==> config.mk <==
export PLATFORM = sky130hd
export DESIGN_NAME = mmio_hub_flat
export DESIGN_NICKNAME = d
export VERILOG_FILES = /design/src/rtl/mmio_hub_pkg.sv /design/src/rtl/mmio_hub_if.sv /design/src/rtl/button_debouncer.sv /design/src/rtl/mmio_hub.sv /design/src/flat_wrapper.sv
export SDC_FILE = /design/constraint.sdc
export NUM_CORES = 1
export LEC_CHECK = 0
export CAP_MARGIN = 20
export CORE_MARGIN = 5
export CORE_UTILIZATION = 49
export DETAILED_ROUTE_END_ITERATION = 10
export PLACE_DENSITY = 0.78
export SYNTH_ARGS = -nofsm -noshare
export SYNTH_HDL_FRONTEND = slang
export SYNTH_SLANG_ARGS = --single-unit
==> constraint.sdc <==
create_clock -name clock -period 28.6 [get_ports clock]
set_clock_uncertainty 0.1 [all_clocks]
set_input_delay 5.72 -clock clock [delete_from_list [all_inputs] [get_ports clock]]
set_output_delay 5.72 -clock clock [all_outputs]
set_load 0.01 [all_outputs]
==> src/rtl/mmio_hub_pkg.sv <==
// Shared constants and address helpers for the mmio_hub register map.
// Optional feature macro used by this design: MMIO_HUB_DEBOUNCE_EN.
package mmio_hub_pkg;

  localparam int ADDR_W        = 13;
  localparam int DATA_W        = 32;
  localparam int IO_REGION_BIT = 12;

  localparam logic [7:0] OFF_BTN    = 8'h00;
  localparam logic [7:0] OFF_PRESS  = 8'h01;
  localparam logic [7:0] OFF_SHADOW = 8'h10;
  localparam logic [7:0] OFF_COMMIT = 8'h20;

  function automatic logic [3:0] player_of(input logic [ADDR_W-1:0] address);
    return address[11:8];
  endfunction

endpackage

==> src/rtl/mmio_hub_if.sv <==
// Processor data-memory port plus the data-RAM side that mmio_hub sits in front of.
interface mmio_hub_if;
  import mmio_hub_pkg::*;

  logic [ADDR_W-1:0] address;
  logic [DATA_W-1:0] data_in;
  logic              wren;
  logic [DATA_W-1:0] data_out;
  logic              ram_wren;
  logic [DATA_W-1:0] ram_q;

  modport master (
    output address, data_in, wren, ram_q,
    input  data_out, ram_wren
  );

  modport slave (
    input  address, data_in, wren, ram_q,
    output data_out, ram_wren
  );
endinterface

==> src/rtl/button_debouncer.sv <==
// Two-flop synchroniser and per-bit debouncer for active-low buttons; outputs are active-high.
// Counters exist only when MMIO_HUB_DEBOUNCE_EN is defined, otherwise the synchronised value passes through.
module button_debouncer #(
  parameter int WIDTH           = 18,
  parameter int DEBOUNCE_CYCLES = 16
) (
  input  logic             clock,
  input  logic             reset,
  input  logic [WIDTH-1:0] raw_n,
  output logic [WIDTH-1:0] state,
  output logic [WIDTH-1:0] rise
);

  logic [WIDTH-1:0] sync1_reg;
  logic [WIDTH-1:0] sync2_reg;

  // Reset to released so nothing looks pressed coming out of reset.
  always_ff @(posedge clock or posedge reset) begin
    if (reset) begin
      sync1_reg <= '1;
      sync2_reg <= '1;
    end else begin
      sync1_reg <= raw_n;
      sync2_reg <= sync1_reg;
    end
  end

`ifdef MMIO_HUB_DEBOUNCE_EN
  localparam int CNT_W = (DEBOUNCE_CYCLES > 1) ? $clog2(DEBOUNCE_CYCLES) : 1;

  genvar gi;
  for (gi = 0; gi < WIDTH; gi++) begin : g_bit
    logic [CNT_W-1:0] cnt_reg;
    logic [CNT_W-1:0] cnt_next;
    logic             state_reg;
    logic             flip;

    always_comb begin
      cnt_next = cnt_reg;
      flip     = 1'b0;
      if (~sync2_reg[gi] == state_reg) begin
        cnt_next = '0;
      end else if (cnt_reg == CNT_W'(DEBOUNCE_CYCLES - 1)) begin
        flip     = 1'b1;
        cnt_next = '0;
      end else begin
        cnt_next = cnt_reg + CNT_W'(1);
      end
    end

    always_ff @(posedge clock or posedge reset) begin
      if (reset) begin
        cnt_reg   <= '0;
        state_reg <= 1'b0;
      end else begin
        cnt_reg <= cnt_next;
        if (flip) state_reg <= ~state_reg;
      end
    end

    // Strobe in the cycle before the state register goes high, so a latch lands with it.
    assign rise[gi]  = flip & ~state_reg;
    assign state[gi] = state_reg;
  end
`else
  assign state = ~sync2_reg;
  assign rise  = ~sync1_reg & sync2_reg;
`endif

endmodule

==> src/rtl/mmio_hub.sv <==
// Memory-mapped I/O hub: routes dmem accesses to RAM or per-player button/sprite registers.
// Button debouncing is enabled by defining MMIO_HUB_DEBOUNCE_EN.
module mmio_hub
  import mmio_hub_pkg::*;
#(
  parameter int NUM_PLAYERS     = 2,
  parameter int BUTTONS         = 18,
  parameter int VGA_WORDS       = 5,
  parameter int DEBOUNCE_CYCLES = 16
) (
  input  logic                                clock,
  input  logic                                reset,
  mmio_hub_if.slave                           bus,
  input  logic [NUM_PLAYERS*BUTTONS-1:0]      gpio,
  input  logic                                frame_sync,
  output logic [NUM_PLAYERS*VGA_WORDS*32-1:0] pVGA
);

  logic        io_sel;
  logic [3:0]  player;
  logic [7:0]  offset;

  assign io_sel       = bus.address[IO_REGION_BIT];
  assign player       = player_of(bus.address);
  assign offset       = bus.address[7:0];
  assign bus.ram_wren = bus.wren & ~io_sel;

  // frame_sync crosses domains; the edge register adds the third cycle of latency.
  logic fs_sync1_reg;
  logic fs_sync2_reg;
  logic frame_edge_reg;

  always_ff @(posedge clock or posedge reset) begin
    if (reset) begin
      fs_sync1_reg   <= 1'b1;
      fs_sync2_reg   <= 1'b1;
      frame_edge_reg <= 1'b0;
    end else begin
      fs_sync1_reg   <= frame_sync;
      fs_sync2_reg   <= fs_sync1_reg;
      frame_edge_reg <= fs_sync1_reg & ~fs_sync2_reg;
    end
  end

  logic [NUM_PLAYERS*BUTTONS-1:0] btn_state;
  logic [NUM_PLAYERS*BUTTONS-1:0] btn_rise;
  logic [NUM_PLAYERS*32-1:0]      player_rdata;

  genvar gi, wi;
  for (gi = 0; gi < NUM_PLAYERS; gi++) begin : g_player
    logic               hit;
    logic               wr_hit;
    logic               press_clr;
    logic               commit_wr;
    logic               copy;
    logic [BUTTONS-1:0] press_reg;
    logic               pending_reg;
    logic [31:0]        shadow_reg [VGA_WORDS];
    logic [31:0]        live_reg   [VGA_WORDS];
    logic [31:0]        rdata;

    button_debouncer #(
      .WIDTH           (BUTTONS),
      .DEBOUNCE_CYCLES (DEBOUNCE_CYCLES)
    ) u_debouncer (
      .clock (clock),
      .reset (reset),
      .raw_n (gpio[gi*BUTTONS +: BUTTONS]),
      .state (btn_state[gi*BUTTONS +: BUTTONS]),
      .rise  (btn_rise[gi*BUTTONS +: BUTTONS])
    );

    assign hit       = io_sel && (player == 4'(gi));
    assign wr_hit    = hit & bus.wren;
    assign press_clr = hit & ~bus.wren & (offset == OFF_PRESS);
    assign commit_wr = wr_hit & (offset == OFF_COMMIT) & bus.data_in[0];
    // A commit coinciding with the frame edge defers the copy to the next edge.
    assign copy      = frame_edge_reg & pending_reg & ~commit_wr;

    always_ff @(posedge clock or posedge reset) begin
      if (reset) begin
        press_reg   <= '0;
        pending_reg <= 1'b0;
      end else begin
        press_reg <= (press_reg & ~{BUTTONS{press_clr}}) | btn_rise[gi*BUTTONS +: BUTTONS];
        if (commit_wr)
          pending_reg <= 1'b1;
        else if (copy)
          pending_reg <= 1'b0;
      end
    end

    always_ff @(posedge clock or posedge reset) begin
      if (reset) begin
        for (int w = 0; w < VGA_WORDS; w++) begin
          shadow_reg[w] <= '0;
          live_reg[w]   <= '0;
        end
      end else begin
        for (int w = 0; w < VGA_WORDS; w++) begin
          if (wr_hit && (offset == OFF_SHADOW + 8'(w)))
            shadow_reg[w] <= bus.data_in;
          if (copy)
            live_reg[w] <= shadow_reg[w];
        end
      end
    end

    for (wi = 0; wi < VGA_WORDS; wi++) begin : g_word
      assign pVGA[(gi*VGA_WORDS+wi)*32 +: 32] = live_reg[wi];
    end

    always_comb begin
      rdata = '0;
      if (hit) begin
        case (offset)
          OFF_BTN:    rdata = 32'(btn_state[gi*BUTTONS +: BUTTONS]);
          OFF_PRESS:  rdata = 32'(press_reg);
          OFF_COMMIT: rdata = {31'b0, pending_reg};
          default: begin
            for (int w = 0; w < VGA_WORDS; w++)
              if (offset == OFF_SHADOW + 8'(w)) rdata = shadow_reg[w];
          end
        endcase
      end
    end

    assign player_rdata[gi*32 +: 32] = rdata;
  end

  // Each player's rdata is already gated by its own hit, so OR-ing is a mux.
  logic [31:0] io_rdata;
  always_comb begin
    io_rdata = '0;
    for (int p = 0; p < NUM_PLAYERS; p++)
      io_rdata = io_rdata | player_rdata[p*32 +: 32];
  end

  logic        sel_io_reg;
  logic [31:0] io_rdata_reg;

  always_ff @(posedge clock or posedge reset) begin
    if (reset) begin
      sel_io_reg   <= 1'b1;
      io_rdata_reg <= '0;
    end else begin
      sel_io_reg   <= io_sel;
      io_rdata_reg <= io_rdata;
    end
  end

  assign bus.data_out = sel_io_reg ? io_rdata_reg : bus.ram_q;

endmodule

==> src/flat_wrapper.sv <==
// flat-port wrapper written by rule: the top's interface ports become plain ports
module mmio_hub_flat import mmio_hub_pkg::*;
#(
  parameter int NUM_PLAYERS     = 2,
  parameter int BUTTONS         = 18,
  parameter int VGA_WORDS       = 5,
  parameter int DEBOUNCE_CYCLES = 16
)
  (clock, reset, gpio, frame_sync, pVGA, bus_address, bus_data_in, bus_wren, bus_ram_q, bus_data_out, bus_ram_wren);
  mmio_hub_if bus_i ();
  input  logic clock;
  input  logic reset;
  input  logic [NUM_PLAYERS*BUTTONS-1:0] gpio;
  input  logic frame_sync;
  output logic [NUM_PLAYERS*VGA_WORDS*32-1:0] pVGA;
  input wire logic [$bits(bus_i.address)-1:0] bus_address;
  input wire logic [$bits(bus_i.data_in)-1:0] bus_data_in;
  input wire logic [$bits(bus_i.wren)-1:0] bus_wren;
  input wire logic [$bits(bus_i.ram_q)-1:0] bus_ram_q;
  output wire logic [$bits(bus_i.data_out)-1:0] bus_data_out;
  output wire logic [$bits(bus_i.ram_wren)-1:0] bus_ram_wren;
  assign bus_i.address = bus_address;
  assign bus_i.data_in = bus_data_in;
  assign bus_i.wren = bus_wren;
  assign bus_i.ram_q = bus_ram_q;
  assign bus_data_out = bus_i.data_out;
  assign bus_ram_wren = bus_i.ram_wren;
  mmio_hub #(.NUM_PLAYERS(NUM_PLAYERS), .BUTTONS(BUTTONS), .VGA_WORDS(VGA_WORDS), .DEBOUNCE_CYCLES(DEBOUNCE_CYCLES)) u_core (.clock(clock), .reset(reset), .bus(bus_i), .gpio(gpio), .frame_sync(frame_sync), .pVGA(pVGA));
endmodule
==> results of run 1 <==
[through the flow]
| step | std cells | area (µm²) | power, W | setup slack (ps) |
|---|---|---|---|---|
| after floorplan | 2141 | 32300 | 0.00119 | 836 |
| after global placement | 3379 | 37800 | 0.00123 | 15650 |
| after detailed placement | 3380 | 37800 | 0.00124 | 15610 |
| after CTS | 3529 | 40600 | 0.00233 | 15600 |
| after global routing | 3536 | 40700 | 0.00238 | 15550 |
| final | 3536 | 40700 | 0.00231 | 15600 |
[cell families after synthesis]
logic type | after synthesis | synth area share (%)
mux | 733 | 27.6
buf+inv | 172 | 2.70
simple gates | 170 | 2.52
flops | 786 | 61.2
compound gates | 280 | 5.95
[report_power, final]
part	switching (W)	leakage (nW)	internal, W
clock	0.000442	1.36	0.000654
combinational	0.0000569	7.17	0.0000318
sequential	0.00000471	10.5	0.00112
total	0.000504	19.1	0.00181
[per-layer routing]
metal | share of wire, % | GRT usage [%]
met2 | 49 | 43.7
met5 | 0.020 | 0
met1 | 41 | 36.7
met4 | 3.0 | 8.75
met3 | 7.2 | 5.16
[final timing paths]
path                                                                        startpoint                                                     end  slack [ps]
worst min register to register  u_core.g_player[0].u_debouncer.sync1_reg[17]$_DFF_PP1_  u_core.g_player[0].u_debouncer.sync2_reg[17]$_DFF_PP1_         250
worst max-delay path                                                          bus_wren                                            bus_ram_wren       15600
worst max register to register                         u_core.frame_edge_reg$_DFF_PP0_                            u_core.pVGA[279]$_DFFE_PP0P_       25310
worst min-delay path            u_core.g_player[0].u_debouncer.sync1_reg[17]$_DFF_PP1_  u_core.g_player[0].u_debouncer.sync2_reg[17]$_DFF_PP1_         250
max in group asynchronous                                                        reset                             u_core.pVGA[58]$_DFFE_PP0P_       20470
min in group asynchronous                                                        reset                            u_core.pVGA[259]$_DFFE_PP0P_        5600
[worst max-delay path, stage by stage]
cell             delay (ps)
clkdlybuf4s50_1         700
nor2b_1                 200
clkdlybuf4s50_1         560
[cells in the final DEF, fill, tap and decap left out, types with 5 or more instances in the layout]
master,n
dfstp_2,75
nand4_1,8
nor2b_1,5
mux2_2,442
clkinvlp_4,5
a211oi_1,12
clkdlybuf4s50_1,467
clkbuf_1,20
buf_4,37
nand3_1,8
a221oi_1,12
and3_1,5
o211ai_1,17
mux4_2,33
clkbuf_8,10
o21ai_0,65
bufinv_16,10
a2bb2oi_1,9
nand2_1,55
mux2_4,90
mux2i_1,28
clkbuf_16,83
nor2_4,11
a22oi_1,25
a21oi_1,48
o2bb2ai_1,21
inv_1,39
nor2_1,38
or3_1,6
dfrtp_1,711
mux2_1,140
a22o_1,24
o22ai_1,17
clkinv_2,13
[final cells by class]
| class | instances | area (µm²) |
|---|---|---|
| clock buffers | 113 | 2290 |
| diodes | 3 | 7.51 |
| flip-flops and latches | 786 | 19800 |
| multi-input cells | 1183 | 11800 |
| repair buffers | 511 | 5100 |
| well taps | 864 | 1080 |
| inverters | 40 | 158 |
| fillers | 4696 | 24900 |
| clock inverters | 36 | 503 |
==> reports/results.ini, run 1 <==
[outcome]
outcome=finished clean

[routing]
post-route-drc-count=0
drt_iter0_markers=1594
first_pass_iters=8
detail_route.vias_per_cell=5.86
wire_per_inst_um=27.5
postRouteAntennaNets=0
vias=20720
finalWirelength_mm=97.4

[yosys]
syn_inst=2141
yosysMostFrequentCell=dfrtp_1
synth.area.top_cells=dfrtp_1 55%, mux2_2 15%, dfstp_2 6.1%
synth_area_mm2=0.0323
synth.distinct_cells=55
ys_seq_area_share_pct=61.2
synth.largest_area_cell=dfrtp_1
ys_ff_latch=786
synth_common_cells=711 x dfrtp_1, 442 x mux2_2, 140 x mux2_1, 90 x mux2_4, 75 x dfstp_2
yosys_most_used_dff=dfrtp_1
synth_nets=2258
synth-edff-count=0
synthArstFlopShare_pct=100
synth.avg_cell_area_um2=15.1
yosysWarnings=0
synth_top_cell_area_share_pct=55.1

[global_route]
grt_pass1_wl_mm=144
grt_overflow=0
grt_max_degree=193
grt_usage_pct=26.8
grt_pass1_vias=21815
antenna_found_initial=5

[timing]
drv_slew=0
setup_viol=0
fin_hold_ws_ps=249
relSlewSlack_pct=22.0
finalHoldViolations=0
worstMarginPinSlew_ps=1170
finalCritPeriodShare_pct=45.4
fmax_mhz=76.9
tns_ps=0
fin_crit_ps=13000
rsz0062_at_grt=false

[clock_network]
insertion_delay_ps=620
cts.path.max_buffers=3
clkTransAtPathRegs_ps=60
cts_max_level=3
cts_root_buf=clkbuf_16
cts_tree=built
numCtsBuffers=81
ctsHoldBuffers=0
clkSinkCount=786
post_cts_buffers=0
cts_resized=0

[power_and_ir_drop]
power.density_mw_per_mm2=56.8
ir_worst_vdd_v=0.0000392
p_leak_nw=19.1

[layout]
finalCoreUtilization_pct=62.0
syn_to_final_growth_pct=26.0
drive_gt1_share_pct=31.7
finalNetCount=2720

[die]
row_count=94
start_util_pct=49.2
die_y_um=267
dieWidth_um=267
core_mm2=0.0656
pin_count=470
dieArea_mm2=0.0712

[worst_hold_path]
whs_path_depth=0
hold_path.class=reg2reg

[placed_design]
io_buffers=469
gp_congestion=0.868
detailed_place_hpwl_mm=65.0

[setup_path]
end_kind=primary output
crit_required_ps=22780
reg2regPathDepth=5
crit_fanout=8
crit_path_start_kind=input pin
crit_type=in2out
crit_arrival_ps=7180

[flow_run]
drv_cap=0

Note: power is estimated with default switching activity, not from simulation.
==> run 2: changes to the inputs <==
CORE_UTILIZATION = 55   (was 49)
PLACE_DENSITY = 0.83   (was 0.78)
clock period = 13.35 ns   (was 28.6 ns; I/O delays follow)
==> reports/results.ini, run 2 (same netlist as run 1, synthesis figures left out) <==
[die]
dieWidth_um=252  ; -5.4%
row_count=88  ; -6.4%
core_mm2=0.0579  ; -12%
dieArea_mm2=0.0637  ; -11%
start_util_pct=55.8  ; +6.6 points
die_y_um=252  ; -5.4%
pin_count=470  ; unchanged

[layout]
drive_gt1_share_pct=31.7  ; -0.045 points
layout_common_cells=711 x dfrtp_1, 467 x clkdlybuf4s50_1, 442 x mux2_2
layout_commonest_cell=dfrtp_1
finalCoreUtilization_pct=70.0  ; +7.9 points
finalNetCount=2711  ; -0.33%
syn_to_final_growth_pct=25.4
fillers=3779  ; -20%

[routing]
drt_iter0_markers=1826  ; +15%
postRouteAntennaNets=0  ; unchanged
vias=20945  ; +1.1%
post-route-drc-count=0  ; unchanged
wire_per_inst_um=28.2  ; +2.5%
finalWirelength_mm=96.6  ; -0.79%
detail_route.vias_per_cell=6.12  ; +4.4%
first_pass_iters=5  ; -3

[clock_network]
cts_max_level=3  ; unchanged
numCtsBuffers=79  ; -2.5%
cts_resized=0  ; unchanged
ctsHoldBuffers=0  ; unchanged
clkTransAtPathRegs_ps=60  ; about the same
cts_tree=built
cts.path.max_buffers=3  ; unchanged
clkSinkCount=786  ; unchanged
cts_root_buf=clkbuf_16
insertion_delay_ps=630  ; about the same
post_cts_buffers=0  ; unchanged

[power_and_ir_drop]
ir_worst_vdd_v=0.000121  ; +210%
p_leak_nw=19.0  ; -0.12%
p_sw_share_pct=21.7  ; -0.033 points
power_frac_clock_pct=47.7  ; +0.3 points
combPwrFrac_pct=3.7  ; about the same
power.density_mw_per_mm2=123  ; +120%
p_sw_w=0.00108  ; +110%
seq_power_share_pct=48.6  ; -0.2 points
internal-power_w=0.00390  ; +120%

[global_route]
grt_pass1_wl_mm=145  ; +0.57%
grt_usage_pct=29.9  ; +3.1 points
grt_max_degree=205  ; +6.2%
grt_pass1_vias=22422  ; +2.8%
grt_overflow=0  ; unchanged
antenna_found_initial=3  ; -2

[placed_design]
detailed_place_hpwl_mm=65.0  ; about the same
dp_slack_ps=6220  ; -9380 ps
gp_congestion=0.898  ; +3.5%
io_buffers=469  ; unchanged

[timing]
rsz0062_at_grt=false
finalHoldViolations=0  ; unchanged
setup_viol=0  ; unchanged
fmax_mhz=142
fin_crit_ps=7030
relSlewSlack_pct=19.3  ; -2.7 points
drv_slew=0  ; unchanged
worst_slack_ps=6320  ; -9280 ps
tns_ps=0  ; unchanged
finalCritPeriodShare_pct=52.6
worstMarginPinSlew_ps=1210  ; +44.6 ps

[setup_path]
crit_type=in2out
crit_required_ps=10580  ; -12200 ps
crit_path_start_kind=input pin
end_kind=primary output
crit_fanout=8  ; unchanged
crit_arrival_ps=4260  ; -2920 ps

[outcome]
outcome=finished clean

[worst_hold_path]
hold_path.class=reg2reg

[flow_run]
drv_cap=0  ; unchanged

## run 2: final timing paths
kind,slack [ps],cells after the start,endpoint,start
setup / recovery,6320,3,bus_ram_wren,bus_wren
hold / removal,260,0,u_core.g_player[1].u_debouncer.sync2_reg[10]$_DFF_PP1_,u_core.g_player[1].u_debouncer.sync1_reg[10]$_DFF_PP1_
setup reg to reg,10490,4,u_core.pVGA[124]$_DFFE_PP0P_,u_core.frame_edge_reg$_DFF_PP0_
hold reg to reg,260,0,u_core.g_player[1].u_debouncer.sync2_reg[10]$_DFF_PP1_,u_core.g_player[1].u_debouncer.sync1_reg[10]$_DFF_PP1_
max in group asynchronous,8000,5,u_core.pVGA[108]$_DFFE_PP0P_,reset
min in group asynchronous,2630,3,u_core.pVGA[229]$_DFFE_PP0P_,reset
## run 2: layout make-up
type / count / area [µm²] / area share [%]
tap: 765 / 957 / 2.36
sequential: 786 / 19800 / 48.8
multi-input combinational: 1183 / 11800 / 29.1
clock buffer: 104 / 2200 / 5.43
timing repair buffer: 504 / 5030 / 12.4
clock inverter: 40 / 606 / 1.49
antenna: 2 / 5.00 / 0.0124
inverter: 40 / 154 / 0.380
## run 2: critical path, cell delays in order
cell	delay, ps
clkdlybuf4s50_1	820
nor2b_1	210
clkdlybuf4s50_1	550
## run 2: power by group through the flow
stage          clock (W)  sequential [W]  combinational, W
4_1_cts          0.00240         0.00242          0.000187
3_5_place_dp           0         0.00246          0.000186
2_1_floorplan          0         0.00246         0.0000870
3_3_place_gp           0         0.00246          0.000182
6_report         0.00237         0.00242          0.000186
5_1_grt          0.00250         0.00242          0.000201
## run 2: per-stage QoR
| step | hold WS (ps) | area, µm² | total power [W] | std cells |
|---|---|---|---|---|
| floorplan | 251 | 32300 | 0.00254 | 2141 |
| global placement | 254 | 37600 | 0.00264 | 3276 |
| detailed placement | 255 | 37700 | 0.00265 | 3277 |
| CTS | 260 | 40500 | 0.00501 | 3421 |
| global route | 265 | 40500 | 0.00512 | 3424 |
| finish | 263 | 40500 | 0.00498 | 3424 |
## run 2: metal layers
layer | GRT usage [%] | share of wire [%] | vias to the layer above
met5 | 0 | 0.0072 | -
met4 | 11.4 | 4.1 | 2
met3 | 7.05 | 8.0 | 214
met2 | 48.7 | 48 | 1006
met1 | 39.5 | 39 | 11001
li1 | - | - | 8722
